===== src/rtl/start_ctrl.sv =====
// Start-switch front end: syncs and debounces the raw start level, then runs
// the idle -> countdown -> run -> over sequence for the game core and display.
module start_ctrl #(
  parameter int DEBOUNCE_CYC = 1000000,
  parameter int TICK_CYC     = 100000000,
  parameter int COUNT_SEC    = 3
) (
  input  logic       clk,
  input  logic       rst_n,
  input  logic       start,
  input  logic       game_over,
  output logic       running,
  output logic       start_pulse,
  output logic [3:0] countdown,
  output logic [1:0] state,
  output logic       led
);

  localparam int DW = (DEBOUNCE_CYC > 1) ? $clog2(DEBOUNCE_CYC) : 1;
  localparam int TW = (TICK_CYC > 1) ? $clog2(TICK_CYC) : 1;

  typedef enum logic [1:0] {IDLE = 2'd0, COUNT = 2'd1, RUN = 2'd2, OVER = 2'd3} state_t;

  state_t          st, st_nxt;
  logic [1:0]      sync_pipe;
  logic            s_sync, level_db, level_q, rise, tick, tick_en;
  logic [DW-1:0]   db_cnt;
  logic [TW-1:0]   tick_cnt;
  logic [3:0]      cd_nxt;
  logic            led_nxt, pulse_nxt;

  assign s_sync  = sync_pipe[1];
  assign rise    = level_db & ~level_q;
  assign tick_en = (st == COUNT) || (st == OVER);
  assign tick    = tick_en && (tick_cnt == TW'(TICK_CYC - 1));
  assign state   = st;

  // Synchroniser and debounce; level_db only moves after DEBOUNCE_CYC stable cycles.
  always_ff @(posedge clk or negedge rst_n) begin
    if (!rst_n) begin
      sync_pipe <= '0;
      level_db  <= 1'b0;
      level_q   <= 1'b0;
      db_cnt    <= '0;
    end else begin
      sync_pipe <= {sync_pipe[0], start};
      level_q   <= level_db;
      if (s_sync == level_db) begin
        db_cnt <= '0;
      end else if (db_cnt == DW'(DEBOUNCE_CYC - 1)) begin
        level_db <= s_sync;
        db_cnt   <= '0;
      end else begin
        db_cnt <= db_cnt + 1'b1;
      end
    end
  end

  // Tick counter restarts on every state change so each phase gets full ticks.
  always_ff @(posedge clk or negedge rst_n) begin
    if (!rst_n)
      tick_cnt <= '0;
    else if (st_nxt != st || !tick_en || tick)
      tick_cnt <= '0;
    else
      tick_cnt <= tick_cnt + 1'b1;
  end

  // State and registered outputs
  always_ff @(posedge clk or negedge rst_n) begin
    if (!rst_n) begin
      st          <= IDLE;
      running     <= 1'b0;
      start_pulse <= 1'b0;
      countdown   <= '0;
      led         <= 1'b0;
    end else begin
      st          <= st_nxt;
      running     <= (st_nxt == RUN);
      start_pulse <= pulse_nxt;
      countdown   <= cd_nxt;
      led         <= led_nxt;
    end
  end

  always_comb begin
    st_nxt = st;
    case (st)
      IDLE:  if (rise) st_nxt = COUNT;
      COUNT: begin
        if (!level_db)                        st_nxt = IDLE;
        else if (tick && countdown == 4'd1)   st_nxt = RUN;
      end
      RUN: begin
        if (game_over)      st_nxt = OVER;
        else if (!level_db) st_nxt = IDLE;
      end
      OVER:  if (!level_db) st_nxt = IDLE;
      default: st_nxt = IDLE;
    endcase
  end

  always_comb begin
    cd_nxt    = countdown;
    led_nxt   = led;
    pulse_nxt = 1'b0;
    case (st)
      IDLE: begin
        cd_nxt  = 4'd0;
        led_nxt = 1'b0;
        if (rise) begin
          cd_nxt  = 4'(COUNT_SEC);
          led_nxt = 1'b1;
        end
      end
      COUNT: begin
        if (!level_db) begin
          cd_nxt  = 4'd0;
          led_nxt = 1'b0;
        end else if (tick && countdown == 4'd1) begin
          cd_nxt    = 4'd0;
          led_nxt   = 1'b1;
          pulse_nxt = 1'b1;
        end else if (tick) begin
          cd_nxt  = countdown - 4'd1;
          led_nxt = ~led;
        end
      end
      RUN: begin
        cd_nxt  = 4'd0;
        led_nxt = 1'b1;
        // OVER blinks from dark; IDLE is dark too
        if (game_over || !level_db) led_nxt = 1'b0;
      end
      OVER: begin
        cd_nxt = 4'd0;
        if (!level_db)  led_nxt = 1'b0;
        else if (tick)  led_nxt = ~led;
      end
      default: begin
        cd_nxt  = 4'd0;
        led_nxt = 1'b0;
      end
    endcase
  end

endmodule


===== config.mk =====
export PLATFORM = sky130hd
export DESIGN_NAME = start_ctrl
export DESIGN_NICKNAME = d
export VERILOG_FILES = /design/src/rtl/start_ctrl.sv
export SDC_FILE = /design/constraint.sdc
export NUM_CORES = 1
export LEC_CHECK = 0
export CAP_MARGIN = 15
export CORE_MARGIN = 2
export CORE_UTILIZATION = 51
export CTS_BUF_LIST = sky130_fd_sc_hd__clkbuf_8 sky130_fd_sc_hd__clkbuf_16
export DETAILED_ROUTE_END_ITERATION = 10
export GPL_TIMING_DRIVEN = 0
export PLACE_DENSITY = 0.69
export SLEW_MARGIN = 10
export SYNTH_ARGS = -nofsm -noshare
export SYNTH_HDL_FRONTEND = slang
export SYNTH_SLANG_ARGS = --single-unit

===== constraint.sdc =====
create_clock -name clk -period 2.7 [get_ports clk]
set_input_delay 0.54 -clock clk [delete_from_list [all_inputs] [get_ports clk]]
set_output_delay 0.54 -clock clk [all_outputs]
set_load 0.005 [all_outputs]

==> results of run 1 <==
-- cells by family (layout without fill, tap and decap cells) --
logic type      count (synthesis)  after routing  synth area share [%]
mux                             2              2                0.6871
compound gates                 60             60                 11.64
xor+xnor                       23             23                 6.508
fa+ha+maj                       4              4                 1.617
flops                          60             60                 48.50
buf+inv                        25             51                 3.274
simple gates                  152            152                 27.77
-- per-layer routing --
layer,up-vias,GRT usage [%],wire length (µm),share of wire (%)
met4,0,6.500,66,1.1
li1,1237,-,-,-
met3,7,5.275,229,3.7
met2,39,32.11,2885,46
met1,1222,28.33,3047,49
met5,-,0,0,0
-- flip-flops by register name, indices dropped and copies added, names as in the netlist --
signal,cells
countdown,4
level_db,1
sync_pipe,2
tick_cnt,27
led,1
start_pulse,1
db_cnt,20
state,2
level_q,1
running,1
-- report_power, final --
part / internal (mW) / total, mW / leakage (nW) / switching [mW]
clock network: 0.462 / 0.796 / 0.102 / 0.334
registers: 0.904 / 0.909 / 0.831 / 0.00467
logic: 0.00874 / 0.0361 / 0.368 / 0.0274
total: 1.37 / 1.74 / 1.30 / 0.366
-- cells in the mapped netlist, types with 9 or more instances --
cell type,number
or4_1,10
xnor2_1,16
o21ai_0,19
inv_1,13
dfrtp_1,60
o31ai_1,9
or3_1,16
nor3_1,11
nand3_1,18
nor2_1,32
a21oi_1,20
nand2_1,19
-- per-stage QoR --
| step | instances | hold WS, ns |
|---|---|---|
| finish | 427 | 0.2715 |
| global route | 427 | 0.3313 |
| CTS | 427 | 0.2875 |
| detailed placement | 413 | 0.3562 |
| global placement | 413 | 0.3413 |
| floorplan | 326 | 0.2444 |
-- path summary, 6_finish.rpt --
kind | endpoint | cells past startpoint | slack [ns] | from
max in group asynchronous | tick_cnt[2] | 1 | 1.92 | rst_n
min in group clk | sync_pipe[1] | 0 | 0.37 | sync_pipe[0]
hold reg to reg | sync_pipe[1] | 0 | 0.37 | sync_pipe[0]
setup / recovery | tick_cnt[2] | 5 | 0.44 | tick_cnt[8]
hold / removal | countdown[3] | 1 | 0.27 | rst_n
setup reg to reg | tick_cnt[2] | 5 | 0.44 | tick_cnt[8]
-- placed cells by master (no fill, tap or decap), drive strengths merged, types with 2 or more instances in the layout --
cell type and count:
o21ai 19, nand3 20, inv 14, a21oi 20, o31ai 9, o311ai 2
or2 4, and4 3, a211oi 2, buf 7, xnor2 16, nor4bb 2
and2 3, nor3 11, or4 12, dfrtp 60, and3 2, nor2b 3
nand2 19, or3 16, nor4 8, ha 4, clkdlybuf4s50 11, nand4 9
nor2 32, xor2 7, or4b 3, clkbuf 17
-- worst max-delay path: stages (launching register included) --
cell and delay (ns):
dfrtp_1 0.46, or4b_2 0.69, nor3_1 0.47, a21o_1 0.20, buf_2 0.25, nor2_1 0.08
-- area by class of cell --
type / instances / area [µm²]
repair buffers: 12 / 117.6
multi-input cells: 241 / 1493
well taps: 75 / 93.84
clock buffers: 11 / 151.4
clock inverters: 3 / 38.79
flip-flops and latches: 60 / 1501
plain buffers: 12 / 52.55
inverters: 13 / 48.80
fillers: 513 / 2389
==> metrics.md, run 1 <==
| Metric | Value |
|---|---|
| Cell Area, Synth | `just over 3000 µm²` |
| DRT iter0 DRCs | `137` |
| Crit path launch type | `register` |
| Buffers on Ports | `12` |
| Async SR Flop Fraction | `100.0%` |
| RSZ-0062 raised after global routing | `false` |
| Worst-path fanout max | `10` |
| Register area share after synthesis | `slightly below 50%` |
| IR drop worst, VDD | `0.3270 mV` |
| Share of cells above drive strength 1 | `a little under a tenth` |
| Root Buffer | `clkbuf_8` |
| GP Congestion | `0.7870` |
| Die Height | `a little over 80 µm` |
| Post-synth top area cell | `dfrtp_1` |
| Pwr dens | `around 500 nW/µm²` |
| Total wire length | `6228 µm` |
| Fin util | `59.42%` |
| Largest net degree at the start of global routing | `61` |
| Kind of critical path | `reg -> reg` |
| Final instance area | `3497 µm²` |
| Setup violators final | `0` |
| Post-synth EDFFs | `0` |
| Die width | `between 80 and 90 µm` |
| # hold bufs at CTS | `0` |
| Final Skew | `0.008667 ns` |
| Final setup margin | `about 0.44 ns` |
| Total Power | `around 1.7 mW` |
| Hold Fails Final Rpt | `0` |
| Clk sinks | `60` |
| Top achievable clock speed | `441.7 MHz` |
| GRT Residual Overflow | `0` |
| Count of pins over their slew limit | `0` |
| Pre-Repair DR Iteration Count | `4` |
| Cell count after synthesis | `326` |
| Area grow syn2layout | `12.97%` |
| Final period util | `between 80% and 90%` |
| Rows | `28` |
| Flops & latches, synth | `60` |
| Yosys warning count | `0` |
| Core footprint | `5886 µm²` |
| Crit path time final | `around 2.3 ns` |
| # diodes | `0` |
| Syn_nets | `between 300 and 400` |
| Max clock buf depth | `2` |
| Initial Utilization | `a little over half` |
| GRT Util Overall | `between 20% and 30%` |
| Slew margin rel. | `approximately 50%` |
| Synth Flop Type | `dfrtp_1` |
| Initial antenna violation count | `0` |
| Post-DP HPWL | `about 4200 µm` |
| Yosys cell types | `48` |
| P_leak | `roughly 1.3 nW` |
| Hold Path Class | `in -> async` |
| Nets | `357` |
| Worst EP arrival | `around 2.5 ns` |
| Worst skew pair latency | `~0.34 ns` |
| Wire per inst | `approximately 15 µm` |
| Post-synth top area share | `slightly below 50%` |
| DRC violations left | `0` |
| Via density | `just under 6` |
| Total vias in the final route | `2,505` |
| Setup TNS | `0 ns` |
| Area of the die | `about 6700 µm²` |
| Synth area leaders | `dfrtp_1 49%, xnor2_1 4.5%, nor2_1 3.9%, a21oi_1 3.2%, or3_1 3.2%` |
| Placed Area | `around 3300 µm²` |
| CTS buffer count | `9` |
| Avg Cell Area, Syn | `around 9.5 µm²` |
| Post-CTS sizing | `0` |
| CP endpoint kind | `register` |
| First-pass GRT wire length | `10,630 µm` |
| Number of top-level pins | `13` |
| H-tree Lvls | `3` |
| Status | `completed` |
| Vias in the first global route | `approximately 2,300` |
| Max-cap violation count | `0` |
| Worst Path Required | `around 2.9 ns` |
| Final ANT Viol Nets | `0` |
| CTS tree | `built` |
| Worst-path clk slew | `0.06 ns` |
| Worst Tran Pin Value | `approximately 0.76 ns` |
| Post-CTS setup buffer count | `0` |
| Dpl ws | `around 0.44 ns` |
Power figures use the tool's default switching activity.
==> run 2, diff against run 1 <==
==> constraint.sdc (replaced) <==
create_clock -name clk -period 2.2 [get_ports clk]
set_input_delay 0.44 -clock clk [delete_from_list [all_inputs] [get_ports clk]]
set_output_delay 0.44 -clock clk [all_outputs]
set_load 0.005 [all_outputs]
==> run 2 against run 1 <==
Net effect: critical path type unchanged; sequential power is 23% higher; highest routed layer unchanged; combinational power is 26% higher; largest cell class is now multi-input gates; setup slack worse by 0.34 ns; final area is 1.4% higher; clock skew is 0.00057 ns higher; clock power is 23% higher; total power is 23% higher; non-clock buffer count is 2 higher; sequential share of layout area is 0.59 points lower.
==> metrics.md, run 2 (same netlist as run 1, synthesis figures left out) <==
| Metric | Value |
|---|---|
| Status | `completed` |
| Worst-path clk slew | `0.06 ns (about the same)` |
| Vias in the first global route | `2,258 (unchanged)` |
| Largest net degree at the start of global routing | `61 (unchanged)` |
| Top Registers | `tick_cnt: 27 flops, db_cnt: 20 flops, countdown: 4 flops` |
| Max-cap violation count | `0 (unchanged)` |
| Share of cells above drive strength 1 | `11.86% (+2.5 points)` |
| Final period util | `95.54% (+12 points)` |
| Most frequent cells in the layout | `60 x dfrtp_1, 32 x nor2_1, 20 x a21oi_1` |
| Nets | `359 (+0.56%)` |
| Root Buffer | `clkbuf_8` |
| FF-to-FF End | `tick_cnt[2]` |
| Hold Path Class | `in -> async` |
| Worst path max stage delay | `0.70 ns (about the same)` |
| Top achievable clock speed | `475.8 MHz (+7.7%)` |
| Count of pins over their slew limit | `0 (unchanged)` |
| H-tree Lvls | `3 (unchanged)` |
| Post-DP HPWL | `4197 µm (unchanged)` |
| Core footprint | `5886 µm² (unchanged)` |
| Worst skew pair latency | `0.34 ns (about the same)` |
| Total wire length | `6255 µm (+0.43%)` |
| Number of top-level pins | `13 (unchanged)` |
| Slowest cell on the critical path | `or4b_2` |
| Kind of critical path | `reg -> reg` |
| Worst EP arrival | `2.31 ns (-0.16 ns)` |
| Commonest non-fill, non-tap cell in the layout | `dfrtp_1` |
| Max reg flops | `27 (unchanged)` |
| Biggest register | `tick_cnt` |
| Pre-Repair DR Iteration Count | `4 (unchanged)` |
| DRC violations left | `0 (unchanged)` |
| Slew margin rel. | `49.19% (-0.43 points)` |
| R2R Path Start | `tick_cnt[8]` |
| Reg2reg path depth | `5 (unchanged)` |
| Hold Fails Final Rpt | `0 (unchanged)` |
| Placed cells | `413 (unchanged)` |
| Non-Filler Instances | `429 (+0.47%)` |
| Die width | `81.91 µm (unchanged)` |
| Via density | `5.793 (-1.3%)` |
| Clk sinks | `60 (unchanged)` |
| Worst hold slack | `0.1709 ns (-0.1005 ns)` |
| Final Skew | `0.009235 ns (+0.0005677 ns)` |
| Pwr dens | `603.1 nW/µm² (+21%)` |
| Rows | `28 (unchanged)` |
| # diodes | `0 (unchanged)` |
| Crit path launch type | `register` |
| CTS tree | `built` |
| Final ANT Viol Nets | `0 (unchanged)` |
| Max clock buf depth | `2 (unchanged)` |
| Area of the die | `6708 µm² (unchanged)` |
| CP Cell Sequence | `or4b_2 -> nor3_2 -> a21o_1 -> buf_2 -> nor2_1` |
| Area grow syn2layout | `14.55%` |
| CTS buffer count | `9 (unchanged)` |
| Total vias in the final route | `2,485 (-0.80%)` |
| Worst Path Required | `2.41 ns (-0.50 ns)` |
| First-pass GRT wire length | `10,630 µm (unchanged)` |
| Total Power | `2.138 mW (+23%)` |
| DRT iter0 DRCs | `162 (+18%)` |
| CP endpoint kind | `register` |
| FF-to-FF setup slack | `0.1 ns (-0.34 ns)` |
| GRT Residual Overflow | `0 (unchanged)` |
| Setup violators final | `0 (unchanged)` |
| Worst-path fanout max | `10 (unchanged)` |
| Buffers on Ports | `12 (unchanged)` |
| Initial antenna violation count | `0 (unchanged)` |
| GRT Util Overall | `20.66% (unchanged)` |
| Initial Utilization | `52.59% (unchanged)` |
| IR drop worst, VDD | `0.4024 mV (+23%)` |
| P_leak | `1.321 nW (+1.5%)` |
| # hold bufs at CTS | `0 (unchanged)` |
| Die Height | `81.91 µm (unchanged)` |
| GP Congestion | `0.7870 (unchanged)` |
| Wire per inst | `14.58 µm (about the same)` |
| Worst Tran Pin Value | `0.7621 ns (+0.006419 ns)` |
| Crit path time final | `2.102 ns (-0.1620 ns)` |
-- run 2: changes by cell type in the layout (fill, tap and decap cells not counted), sizes merged --
cell	change
buf	+3
clkbuf	-1
-- run 2: critical path, delay by kind of cell, from the launching register on --
kind	cells	cell delay (ns)
simple gates	3	1.10
flops	1	0.45
buf+inv	1	0.25
compound gates	1	0.18
-- run 2: area by class of cell --
class / count / area, µm²
Fill cell: 509 / 2340
Multi-Input combinational cell: 241 / 1523
Sequential cell: 60 / 1501
Clock buffer: 11 / 151.4
Timing Repair Buffer: 14 / 132.6
Tap cell: 75 / 93.84
Buffer: 12 / 56.30
Inverter: 13 / 48.80
Clock inverter: 3 / 38.79
-- run 2: how the worst max path moves through the flow --
stage,startpoint,endpoint,depth (start not counted)
6_report,tick_cnt[8],tick_cnt[2],5
2_1_floorplan,tick_cnt[0],led,6
4_1_cts,tick_cnt[0],countdown[0],6
3_5_place_dp,tick_cnt[8],tick_cnt[24],5
3_3_place_gp,rst_n,db_cnt[3],1
5_1_grt,tick_cnt[8],tick_cnt[5],5
-- run 2: power by group --
group	switching, mW	internal, mW	total [mW]	leakage, nW
combinational	0.0339	0.0116	0.0455	0.387
sequential	0.00571	1.11	1.12	0.831
clock	0.411	0.566	0.978	0.102
-- run 2: layer usage --
layer  up-vias  routed length [µm]  track usage [%]
met5         -                   0                0
li1       1241                   -                -
met2        41                2843            32.11
met4         0                  67            6.500
met1      1196                3145            28.33
met3         7                 199            5.275
-- run 2: metrics by stage --
step	instance area [µm²]	setup WS (ns)	util [%]	setup TNS (ns)
3_3_place_gp	3309	-1.215	56.23	-72.97
6_report	3546	0.09821	60.25	0
5_1_grt	3546	-0.002284	60.25	-0.002284
2_1_floorplan	3095	0.1781	-	0
4_1_cts	3503	0.001079	59.52	0
3_5_place_dp	3307	-0.06186	56.19	-0.7087
-- run 2: what timing repair did --
item | 4_1_cts | 5_1_grt
resized for setup | 2 | 9
buffers inserted | 0 | 2
endpoints found under the setup margin | 20 | 29
